===== config.mk =====
export PLATFORM = sky130hd
export DESIGN_NAME = imm_split_seq
export DESIGN_NICKNAME = d
export VERILOG_FILES = /design/src/rtl/imm_split_seq.sv
export SDC_FILE = /design/constraint.sdc
export NUM_CORES = 1
export LEC_CHECK = 0
export CAP_MARGIN = 20
export CORE_MARGIN = 10
export CORE_UTILIZATION = 47
export CTS_CLUSTER_DIAMETER = 100
export DETAILED_ROUTE_END_ITERATION = 16
export GPL_ROUTABILITY_DRIVEN = 0
export PLACE_DENSITY = 0.79
export SETUP_SLACK_MARGIN = 0.02
export SLEW_MARGIN = 20
export SYNTH_ARGS = -nofsm -noshare
export SYNTH_HDL_FRONTEND = slang
export SYNTH_SLANG_ARGS = --single-unit

===== constraint.sdc =====
create_clock -name clk -period 2.35 [get_ports clk]
set_input_delay 0.235 -clock clk [delete_from_list [all_inputs] [get_ports clk]]
set_output_delay 0.235 -clock clk [all_outputs]
set_load 0.1 [all_outputs]

===== src/rtl/imm_split_seq.sv =====
`default_nettype none
// ============================================================================
// imm_split_seq : splits a 32-bit constant into the shortest (Imm16, EXTOp)
//                 word sequence that the EXT immediate extender rebuilds.
// Revision      : 1.0
// ============================================================================
module imm_split_seq #(
  parameter bit ENABLE_SIGNED = 1'b1,
  parameter int CNT_W         = 16
) (
  input  logic             clk,
  input  logic             rst_n,
  input  logic             in_valid,
  output logic             in_ready,
  input  logic [31:0]      in_value,
  output logic             out_valid,
  input  logic             out_ready,
  output logic [15:0]      out_imm16,
  output logic [1:0]       out_extop,
  output logic             out_merge,
  output logic             out_last,
  output logic [CNT_W-1:0] words_emitted
);

  localparam logic [1:0] c_idle  = 2'd0;
  localparam logic [1:0] c_emit1 = 2'd1;
  localparam logic [1:0] c_emit2 = 2'd2;

  localparam logic [1:0] c_cls_sgn = 2'd0;
  localparam logic [1:0] c_cls_zer = 2'd1;
  localparam logic [1:0] c_cls_hip = 2'd2;
  localparam logic [1:0] c_cls_two = 2'd3;

  localparam logic [1:0] c_ext_zero = 2'b00;
  localparam logic [1:0] c_ext_sign = 2'b01;
  localparam logic [1:0] c_ext_high = 2'b10;

  logic [1:0]       r_state;
  logic [1:0]       w_next_state;
  logic [31:0]      r_v;
  logic [CNT_W-1:0] r_cnt;
  logic [1:0]       w_cls;
  logic             w_sgn_fit;
  logic             w_hs_in;
  logic             w_hs_out;

  assign w_hs_in       = in_valid & in_ready;
  assign w_hs_out      = out_valid & out_ready;
  assign words_emitted = r_cnt;

  // A value fits the sign rule when bits 31..15 are all copies of one bit.
  assign w_sgn_fit = ENABLE_SIGNED && ((r_v[31:15] == '0) || (r_v[31:15] == '1));

  always_comb begin
    w_cls = c_cls_two;
    if (w_sgn_fit)
      w_cls = c_cls_sgn;
    else if (r_v[31:16] == 16'h0000)
      w_cls = c_cls_zer;
    else if (r_v[15:0] == 16'h0000)
      w_cls = c_cls_hip;
  end

  always_ff @(posedge clk or negedge rst_n) begin
    if (!rst_n) begin
      r_state <= c_idle;
    end else begin
      r_state <= w_next_state;
    end
  end

  always_ff @(posedge clk or negedge rst_n) begin
    if (!rst_n) begin
      r_v   <= 32'h0;
      r_cnt <= '0;
    end else begin
      if (w_hs_in)
        r_v <= in_value;
      if (w_hs_out)
        r_cnt <= r_cnt + CNT_W'(1);
    end
  end

  always_comb begin
    w_next_state = r_state;
    case (r_state)
      c_idle: begin
        if (w_hs_in)
          w_next_state = c_emit1;
      end
      c_emit1: begin
        if (w_hs_out)
          w_next_state = (w_cls == c_cls_two) ? c_emit2 : c_idle;
      end
      c_emit2: begin
        if (w_hs_out)
          w_next_state = c_idle;
      end
      default: w_next_state = c_idle;
    endcase
  end

  // Output words are decoded from the held value, so they stay stable under backpressure.
  always_comb begin
    in_ready  = 1'b0;
    out_valid = 1'b0;
    out_imm16 = 16'h0000;
    out_extop = c_ext_zero;
    out_merge = 1'b0;
    out_last  = 1'b0;
    case (r_state)
      c_idle: begin
        in_ready = 1'b1;
      end
      c_emit1: begin
        out_valid = 1'b1;
        case (w_cls)
          c_cls_sgn: begin
            out_imm16 = r_v[15:0];
            out_extop = c_ext_sign;
            out_last  = 1'b1;
          end
          c_cls_zer: begin
            out_imm16 = r_v[15:0];
            out_extop = c_ext_zero;
            out_last  = 1'b1;
          end
          c_cls_hip: begin
            out_imm16 = r_v[31:16];
            out_extop = c_ext_high;
            out_last  = 1'b1;
          end
          default: begin
            out_imm16 = r_v[31:16];
            out_extop = c_ext_high;
          end
        endcase
      end
      c_emit2: begin
        out_valid = 1'b1;
        out_imm16 = r_v[15:0];
        out_extop = c_ext_zero;
        out_merge = 1'b1;
        out_last  = 1'b1;
      end
      default: begin
        in_ready = 1'b0;
      end
    endcase
  end

endmodule
`default_nettype wire

# Word level (Yosys, flattened, before mapping)

Index checks and enable logic that the tools add are counted.

Bits in registers: 50
Latch bits: 0
Memory bits (writable): 0
ROM bits: 0
Bits of input ports: 36
Output and inout bits: 38
Logic and storage cells: 42
Memories kept: 0

Add/subtract/negate cells: 1
Multipliers: 0
Divide/modulo/power cells: 0
$lt $le $gt $ge: 0
Eq/ne operators: 9
Shift-type cells: 0
Mux-type cells: 17
Bitwise operators: 2
Reductions and logical operators: 10

Operators by type and width:

| kind                    | number |
|---|---|
| $logic_not A16 Y1       | 2 |
| $pmux W16 S2            | 1 |
| $eq A17 B17 Y1 const B  | 1 |
| $logic_not A17 Y1       | 1 |
| $add A16 B1 Y16 const B | 1 |
| $mux W16                | 1 |
| $mux W2                 | 7 |
| $eq A2 B2 Y1 const B    | 3 |
| $ne A2 B2 Y1 const B    | 3 |
| $pmux W2 S3             | 1 |
| $mux W1                 | 5 |
| $eq A2 B1 Y1 const B    | 2 |
| $logic_not A2 Y1        | 2 |
| $pmux W2 S2             | 1 |
| $reduce_or A2 Y1        | 2 |
| $reduce_and A3 Y1       | 1 |
| $reduce_or A3 Y1        | 1 |
| $and A1 B1 Y1           | 2 |
| $pmux W1 S2             | 1 |
| $logic_or A1 B1 Y1      | 1 |

# Logic depth before layout (Yosys ltp)

Gate-level depths: netlist of run 1.

Depth after elaboration: 8
Depth in mapped cells: 7
Depth with buffers taken out: 6

# Worst setup path before layout of run 1

No wires, ideal clock.

Path kind: register -> output
Start: register r_state[0]
End: output port out_last
Arrival: 3.703 ns
Required time: 2.115 ns
Setup slack: -1.588 ns
Cell stages (with the launch flop): 5
Buffers on the path: 0
Path through: dfrtp_1 inv_1 ha_1 nand2_1 o21ai_0

Cells in the longest elaborated chain, start to end: 2

RTL lines:

| element                                      | line | text |
|---|---|---|
| start: declaration                           | 38   | `logic [1:0] r_state;` |
| start signal: assignment                     | 66   | `r_state <= c_idle;` |
| start signal: assignment                     | 68   | `r_state <= w_next_state;` |
| $eq A2 B2 Y1 or $eq A2 B1 Y1 (tied branches) | 111  | `case (r_state)` |
| $pmux W1 S2 (*)                              | 111  |  |
| end: declaration                             | 21   | `output logic out_last,` |

Mark *: on every way between the ends. The rest lies on a longest branch, timed or not.

# Worst setup path in the final report of run 1

Start: register r_v[18]
End: output port out_imm16[14]

Cells in the longest elaborated chain, start to end: 7

RTL lines:

| element                                          | line   | text |
|---|---|---|
| start: declaration                               | 40     | `logic [31:0] r_v;` |
| start signal: assignment                         | 78     | `r_v <= in_value;` |
| $eq A17 B17 Y1 (tied with other cells)           | 52     | `assign w_sgn_fit = ENABLE_SIGNED && ((r_v[31:15] == '0) \|\| (r_v[31:15] == '1));` |
| $logic_or A1 B1 Y1 or $mux W2 (tied branches)    | 52, 58 |  |
| $mux W2 (*)                                      | 56     | `if (w_sgn_fit)` |
| $eq A2 B1 Y1 or $logic_not A2 Y1 (tied branches) | 117    | `case (w_cls)` |
| $reduce_or A2 Y1 (no source line) (*)            | n/a    |  |
| $mux W16 (*)                                     | 117    |  |
| $pmux W16 S2 (*)                                 | 111    |  |
| end: declaration                                 | 18     | `output logic [15:0] out_imm16,` |

Marked as above.

==> results of run 1 <==
-- metal layers --
layer / vias to the layer above / share of wire [%] / GRT usage [%]
met3: 11 / 4.2 / 4.077
met2: 45 / 55 / 29.67
met5: - / 0 / 0
li1: 968 / - / -
met1: 1023 / 40 / 18.80
met4: 0 / 1.6 / 5.443
-- stage by stage --
stage | util (%) | power (mW) | setup WS, ns | cells
floorplan | - | 4.349 | -0.06307 | 223
global placement | 71.73 | 5.259 | 0.2468 | 363
detailed placement | 71.73 | 5.349 | 0.2338 | 363
CTS | 74.74 | 5.926 | 0.01930 | 375
global route | 76.30 | 6.329 | -0.07412 | 379
finish | 76.30 | 6.066 | 0.03635 | 379
-- how the worst max path moves through the flow --
stage               startpoint             to  slack [ns]  cells past startpoint
finish                 r_v[18]  out_imm16[14]        0.04                      7
global route           r_v[22]   out_imm16[3]       -0.07                      7
CTS                    r_v[16]   out_imm16[3]        0.02                      6
detailed placement  r_state[1]   out_imm16[3]        0.23                      6
global placement       r_v[24]   out_imm16[0]        0.25                      5
floorplan           r_state[1]  out_imm16[11]       -0.06                      6
-- power breakdown --
group / leakage, nW / internal, mW / switching (mW)
registers: 0.611 / 1.22 / 0.439
clock network: 0.0373 / 0.205 / 0.279
logic: 1.00 / 1.45 / 2.48
-- synthesized netlist by cell type, drive strengths merged (3+ instances only) --
master,instances
xnor2,11
ha,4
xor2,4
nor3,3
nand3,5
mux2,33
a21oi,5
o22ai,16
and3,3
dfrtp,50
and4,4
buf,5
nand2b,3
nand2,27
nand4,8
nor4,9
inv,21
-- timing repair --
| action | in CTS | in global routing |
|---|---|---|
| gates resized for setup | 3 | 10 |
| setup endpoints to repair | 16 | 15 |
| hold buffers | 1 | 0 |
| setup buffers | 4 | 4 |
| hold endpoints to repair | 23 | 0 |
| pin swaps | 2 | 3 |
-- cell families (layout without fill, tap and decap cells) --
logic type / Yosys count / count (layout)
AOI/OAI and AO/OA: 27 / 27
xor gates and xnor gates: 15 / 15
adders and majority gates: 4 / 4
buffers and inverters: 28 / 114
DFF: 50 / 50
muxes: 33 / 33
and+or+nand+nor: 66 / 66
-- layout by cell type, fill, tap and decap left out, drive strengths merged, types with 8 or more instances in the layout --
master and n:
inv 21, clkdlybuf4s50 34, mux2 33, xnor2 11, buf 51, nand4 8, o22ai 16, dfrtp 50
nor4 9, nand2 27
-- final cells by class --
class                           count  area, µm²  share of cell area, %
Timing Repair Buffer               86       1018                  25.65
Multi-Input combinational cell    145       1450                  36.52
Sequential cell                    50       1256                  31.63
Clock buffer                        6      72.57                  1.827
Tap cell                           70      87.58                  2.205
Inverter                           21      78.83                  1.985
Clock inverter                      1      7.507                 0.1890
-- registers in the layout (all words and copies together), names as in the netlist --
signal and flops:
r_state 2, r_v 32, words_emitted 16
==> run metrics, run 1 <==
status finished clean; crit share post-route 98.45%; Worst R2R Path Depth 6; initial antenna violation count 0; Port Buffer Count 73; number of global-route vias before repair 2189; CTS root buffer clkbuf_8; Crit path top cell by count buf_12; CTS HTree Levels 2; Post-Synth Simple-Gate Area 14.84%; Post-Synth Adder-Cell Area 1.959%; Seq/Total Area, Yosys 48.97%; syn nets 263; largest net degree at the start of global routing 33; latest clock arrival within the worst-skew pair 0.31 ns; critical-path cell list nand4_2, nor4_4, buf_4, a211o_4, buf_12, o22ai_4, buf_12; Crit path max-delay family compound AO/OA/AOI/OAI gates; clock sinks 50; hold slack final 0.4851 ns; Synth warnings 0; Synth Flop Type dfrtp_1; Hold Crit Class input port to async pin; Avg WL per Cell 19.63 µm; Max stage delay on crit path 0.47 ns; #FFs+latches synth 50; total routed wirelength 7440 µm; pwr/cell area 1527 nW/µm²; WP buf/inv 3; share of Yosys cell area claimed by the top area cell type 48.97%; Post-Syn Area 2555 µm²; DIE HEIGHT 93.73 µm; xor/xnor cell area share of the yosys netlist 5.142%; multiplexer share of the synthesized area 14.54%; Max VDD drop 0.9189 mV; Detail Placement HPWL 5431 µm; cell taking the most area after synthesis dfrtp_1; P&R area growth vs syn 55.44%; Critical Path RT 2.12 ns; Rows 26; DR vias/cell 5.401; Post-DRT Antenna Nets 0; die width 93.73 µm; reg-to-reg endpoint words_emitted[14]; fillcell total 341; fraction of registers with async set/reset 100.0%; Fin Setup TNS 0 ns; Post-Layout Inst Area 3971 µm²; global-route wire length before repair 11520 µm; Final Slew Violations 0; Avg Inst Size Synth 11.46 µm²; clock-pin slew on the worst setup and hold paths 0.09 ns; CTS tree yes; number of inserted diodes 0; nets 349; Clock Skew 0.01261 ns; DR DRC count 0; top post-synthesis cells by area dfrtp_1 (49%), mux2_2 (15%), o22ai_2 (4.9%); Worst Path Arrival 2.08 ns; Initial Util 49.09%; crit path max-delay cell type dfrtp_2; Distinct cells, synth 32; startpoint types flop; GRT Overall Usage 16.59%; total CTS buffers 5; min Tclk post-route 2.314 ns; io pins 74; Worst setup EP type output pin; Longest Clk Path Bufs 2; drt first pass iters 4; normalized max-slew margin 61.92%; final hold vios 0; critical path class flop to output pin; Pleak 1.650 nW; Syn Inst Count 223; Die Area 8785 µm²; Cell Area, Placed 3734 µm²; R2R Setup Slk 0.61 ns; core box area 5205 µm²; DR vias 2047; Tightest Pin Transition 0.5712 ns; Starting DRT DRC Count 80; fmax 432.2 MHz; Final setup violation count 0; max-cap viol count 0; worst-path fanout max 9; RR Startpoint r_state[1]; main combinational cell family by area after synthesis simple AND/OR/NAND/NOR gates; layout cells sized above 1 42.07%; leftover overflow at the end of global routing 0; RSZ-0062 raised after global routing true; Post-synth EDFFs 0; post-synthesis compound-gate area fraction 9.843%
(Power assumes the default switching activity.)
==> inputs of run 2 (changes only) <==
--- a/config.mk
+++ b/config.mk
@@ -7,11 +7,11 @@
 export LEC_CHECK = 0
 export CAP_MARGIN = 20
 export CORE_MARGIN = 10
-export CORE_UTILIZATION = 47
+export CORE_UTILIZATION = 35
 export CTS_CLUSTER_DIAMETER = 100
 export DETAILED_ROUTE_END_ITERATION = 16
+export DONT_BUFFER_PORTS = 1
 export GPL_ROUTABILITY_DRIVEN = 0
-export PLACE_DENSITY = 0.79
 export SETUP_SLACK_MARGIN = 0.02
 export SLEW_MARGIN = 20
 export SYNTH_ARGS = -nofsm -noshare
==> constraint.sdc (replaced) <==
create_clock -name clk -period 2.35 [get_ports clk]
set_input_delay 0.235 -clock clk [delete_from_list [all_inputs] [get_ports clk]]
set_output_delay 0.235 -clock clk [all_outputs]
set_load 0.01 [all_outputs]
==> run 2 against run 1 <==
Via count decreased by 13%. First-iteration DRC count increased by 35%. Non-clock buffer count decreased by 68. Largest cell class is now flip-flops and latches.
==> run metrics, run 2 (synthesized netlist as in run 1, its figures left out) <==
core box area 7176 µm²; fmax 446.2 MHz; Cell Area, Placed 2705 µm²; Final setup violation count 0; nets 282; max reg flops 32; critical path class flop to output pin; global-route wire length before repair 10340 µm; Rows 31; Post-DRT Antenna Nets 0; Initial Util 35.61%; initial antenna violation count 0; DR vias/cell 5.228; io pins 74; Pleak 1.286 nW; Longest Clk Path Bufs 2; total CTS buffers 5; Max VDD drop 0.5140 mV; CTS HTree Levels 2; pwr/cell area 1272 nW/µm²; worst-path fanout max 5; DR DRC count 0; Worst setup EP type output pin; hold slack final 0.07550 ns; DR vias 1788; final hold vios 0; clock-pin slew on the worst setup and hold paths 0.10 ns; max-cap viol count 0; latest clock arrival within the worst-skew pair 0.30 ns; Top reg by flops r_v; number of inserted diodes 0; commonest non-fill, non-tap cell in the layout dfrtp_1; total routed wirelength 6739 µm; clock sinks 50; Critical Path RT 2.12 ns; Avg WL per Cell 19.70 µm; crit share post-route 95.37%; drt first pass iters 4; DIE HEIGHT 105.4 µm; Post-Layout Inst Area 2979 µm²; CTS tree yes; Detail Placement HPWL 4856 µm; dpl ws 0.3601 ns; leftover overflow at the end of global routing 0; Hold Crit Class input port to flop; number of global-route vias before repair 1771; Worst Path Arrival 2.01 ns; largest net degree at the start of global routing 51; status finished clean; Die Area 11120 µm²; min Tclk post-route 2.241 ns; Clock Skew 0.01054 ns; Tightest Pin Transition 0.5038 ns; PnR worst setup slack 0.1089 ns; P&R area growth vs syn 16.60%; startpoint types flop; most frequent cells in the layout dfrtp_1 (50), mux2_2 (33), nand2_1 (26), inv_1 (21), buf_4 (14); GRT Overall Usage 11.58%; Fin Setup TNS 0 ns; CTS root buffer clkbuf_8; Final Slew Violations 0; Starting DRT DRC Count 108; die width 105.4 µm; normalized max-slew margin 66.06%; layout cells sized above 1 34.57%; Port Buffer Count 0; Util after Layout 41.52%
## run 2: cell count changes in the layout (fill, tap and decap cells not counted), sizes merged
cell           previous run  this run
buf                      51        17
clkdlybuf4s50            34         0
clkbuf                    6         8
a211o                     1         2
clkinvlp                  1         0
## run 2: path summary, 6_finish.rpt
check | start | end | slack (ns) | depth (start not counted)
max reg2reg | r_state[0] | words_emitted[6] | 0.54 | 6
min reg2reg | r_v[9] | r_v[9] | 0.55 | 1
min | in_value[16] | r_v[16] | 0.08 | 1
max in group asynchronous | rst_n | r_v[15] | 1.68 | 2
max | r_v[15] | out_last | 0.11 | 4
min in group asynchronous | rst_n | words_emitted[15] | 0.43 | 2
## run 2: final cells by class
| type | count | area, µm² |
|---|---|---|
| Fill cell | 697 | 4197 |
| Timing Repair Buffer | 18 | 165.2 |
| Multi-Input combinational cell | 146 | 1250 |
| Tap cell | 99 | 123.9 |
| Inverter | 21 | 78.83 |
| Clock buffer | 8 | 110.1 |
| Sequential cell | 50 | 1251 |
## run 2: metal layers
layer  vias to the layer above  track usage (%)  wire (µm)
met3                        11            4.324        506
met1                       886            14.80       2859
met5                         -                0          0
met2                        59            17.78       3254
met4                         0            3.529        118
li1                        832                -          -
## run 2: critical path, cell delays in order (launching register included)
cell	delay (ns)
dfrtp_1	0.52
nand4_2	0.16
nor4_4	0.40
a211oi_1	0.17
o21ai_0	0.45
## run 2: power by group
part	internal [mW]	switching, mW
combinational	0.760	0.798
sequential	1.21	0.444
clock	0.298	0.283
total	2.27	1.52
## run 2: through the flow
step	cells	power [mW]
after floorplan	223	2.629
after global placement	324	2.997
after detailed placement	324	3.026
after CTS	334	3.654
after global routing	342	4.066
final	342	3.790
## run 2: timing repair
action | in CTS | in global routing
hold buffers | 2 | 0
gates cloned | 0 | 1
pin swaps | 0 | 3
endpoints found under the setup margin | 5 | 8
resized for setup | 1 | 11
endpoints found under the hold margin | 50 | 0
setup buffers | 0 | 7
==> variant (flow settings as in run 1) <==
`CNT_W`: 16 -> 12.
--- a/src/rtl/imm_split_seq.sv
+++ b/src/rtl/imm_split_seq.sv
@@ -6,7 +6,7 @@
 // ============================================================================
 module imm_split_seq #(
   parameter bit ENABLE_SIGNED = 1'b1,
-  parameter int CNT_W         = 16
+  parameter int CNT_W         = 12
 ) (
   input  logic             clk,
   input  logic             rst_n,
Ports: changed (resized words_emitted); port bits go from 74 to 70. The function was not compared with the original's and may differ.
==> variant against run 1 <==
  * The flow now finishes with violations (setup timing)
  * Wire length is 9.1% lower
  * Setup slack got worse by 0.16 ns
  * Area after synthesis shrank 8.4%
  * Sequential cell count shrank 4
  * Sequential share of layout area down 0.31 points
  * Total power shrank 0.52%
  * Cell area is 7.2% lower
  * Synthesized cell count shrank 8.5%
  * Critical path type unchanged
==> variant: results (changes against run 1) <==
stage,metric,value,unit,change
layout,ratio of cells with drive above 1 in the final layout,41.03,%,-1.0 points
layout,bufs w/o clock,83,,-3.5%
critical_path,worst-path fanout max,7,,-2
synthesis,"arithmetic-cell share of the synthesized area counting full adders, half adders and majority gates",2.139,%,+0.18 points
floorplan,overall die width,90.56,um,-3.4%
synthesis,Synth cell types,30,,-6.3%
global_routing,via count of the first global-routing pass,2086,,-4.7%
layout,"Clock buffers and inverters, area share",3.872,%,+1.9 points
layout,multi-input gates,133,,-8.3%
global_routing,grt met3 use,4.738,%,+0.66 points
power,Flop+latch power,1520,uW,-8%
power,combinational group power,3790,uW,-4%
synthesis,most instantiated cells after synthesis,"46 x sky130_fd_sc_hd__dfrtp_1, 33 x sky130_fd_sc_hd__mux2_2, 27 x sky130_fd_sc_hd__nand2_1",,
layout,Sequential cell area,1154,sq um,-8.2%
detailed_routing,sum of met3 wire segment lengths after detailed routing,370,um,+19%
sta,total negative setup slack,-1.780,ns,-1.780 ns
layout,area used by multi-input combinational logic,1245,sq um,-14%
place,detailed placement HPWL,4.768,mm,-12%
power,worst vdd ir,1210,uV,+32%
global_routing,largest net degree at the start of global routing,47,,+42%
synthesis,cell types with the largest area share after synthesis,"sky130_fd_sc_hd__dfrtp_1 49%, sky130_fd_sc_hd__mux2_2 16%, sky130_fd_sc_hd__o22ai_2 5.3%",,
synthesis,Compound-Gate Fraction of Synth Area,11.55,%,+1.7 points
sta,fin worst setup slack,-0.1269,ns,-0.1632 ns
run_status,result of the run,"finished, violations left",,
power,leakage power total,0.001527,uW,-7.5%
sta,Final setup violation count,16,,+16
detailed_routing,total detailed-routing wirelength,6.764,mm,-9.1%
critical_path,slowest CP cell,sky130_fd_sc_hd__or4_4,,
detailed_routing,number of vias in the routed layout,1920,,-6.2%
global_routing,Total GRT Usage,16.80,%,+0.21 points
sta,setup clock skew after layout,0.008767,ns,-0.003848 ns
sta,actual slew at the worst max-slew pin,0.4322,ns,-0.1390 ns
synthesis,post-synthesis xor/xnor area fraction,4.118,%,-1.0 points
global_routing,met2 usage in global routing,28.55,%,-1.1 points
global_routing,global-route track usage on met1,20.21,%,+1.4 points
power,post-route total power,6035,uW,-0.52%
place,"Cell Area, Placed",3422,sq um,-8.3%
place,worst-case setup slack after placement,0.1173,ns,-0.1164 ns
power,switching fraction of total power,50.48,%,-2.3 points
layout,Non-CTS inverters,20,,-4.8%
synthesis,mux share of post-synthesis cell area,15.88,%,+1.3 points
place,instance count after placement with tap cells included,338,,-6.9%
detailed_routing,drt wl/cell,18.95,um,-3.5%
layout,portion of the layout cell area used by non-clock buffers,26.70,%,+1.1 points
layout,Layout Nets,329,,-5.7%
layout,filler cell count in the final layout,310,,-9.1%
run_status,violated checks,setup timing,,
critical_path,highest cell delay on the worst timing path,0.59,ns,+0.12 ns
synthesis,post-synthesis cell count,204,,-8.5%
power,total power per unit cell area,1638,nW/um^2,+7.3%
layout,sequential cells,46,,-8.0%
detailed_routing,routed length on met1,2.743,mm,-7.0%
detailed_routing,Starting DRT DRC Count,79,,-1.3%
==> variant: final timing paths <==
kind | startpoint | end | slack (ns) | cells after the start
setup / recovery | r_v[19]$_DFFE_PN0P_ | out_imm16[9] | -0.13 | 7
hold / removal | rst_n | r_v[30]$_DFFE_PN0P_ | 0.43 | 3
setup reg to reg | r_v[19]$_DFFE_PN0P_ | r_state[1]$_DFFE_PN0P_ | 0.59 | 4
hold reg to reg | words_emitted[11]$_DFFE_PN0P_ | words_emitted[11]$_DFFE_PN0P_ | 0.47 | 1
max in group asynchronous | rst_n | r_v[15]$_DFFE_PN0P_ | 1.69 | 3
min in group clk | words_emitted[11]$_DFFE_PN0P_ | words_emitted[11]$_DFFE_PN0P_ | 0.47 | 1
==> variant: timing repair <==
| action | in CTS | in global routing |
|---|---|---|
| pin swaps | 2 | 2 |
| endpoints found under the setup margin | 17 | 18 |
| endpoints found under the hold margin | 46 | 0 |
| resized for setup | 3 | 6 |
| gates cloned | 2 | 0 |
| hold buffers | 1 | 0 |
| buffers inserted | 7 | 2 |
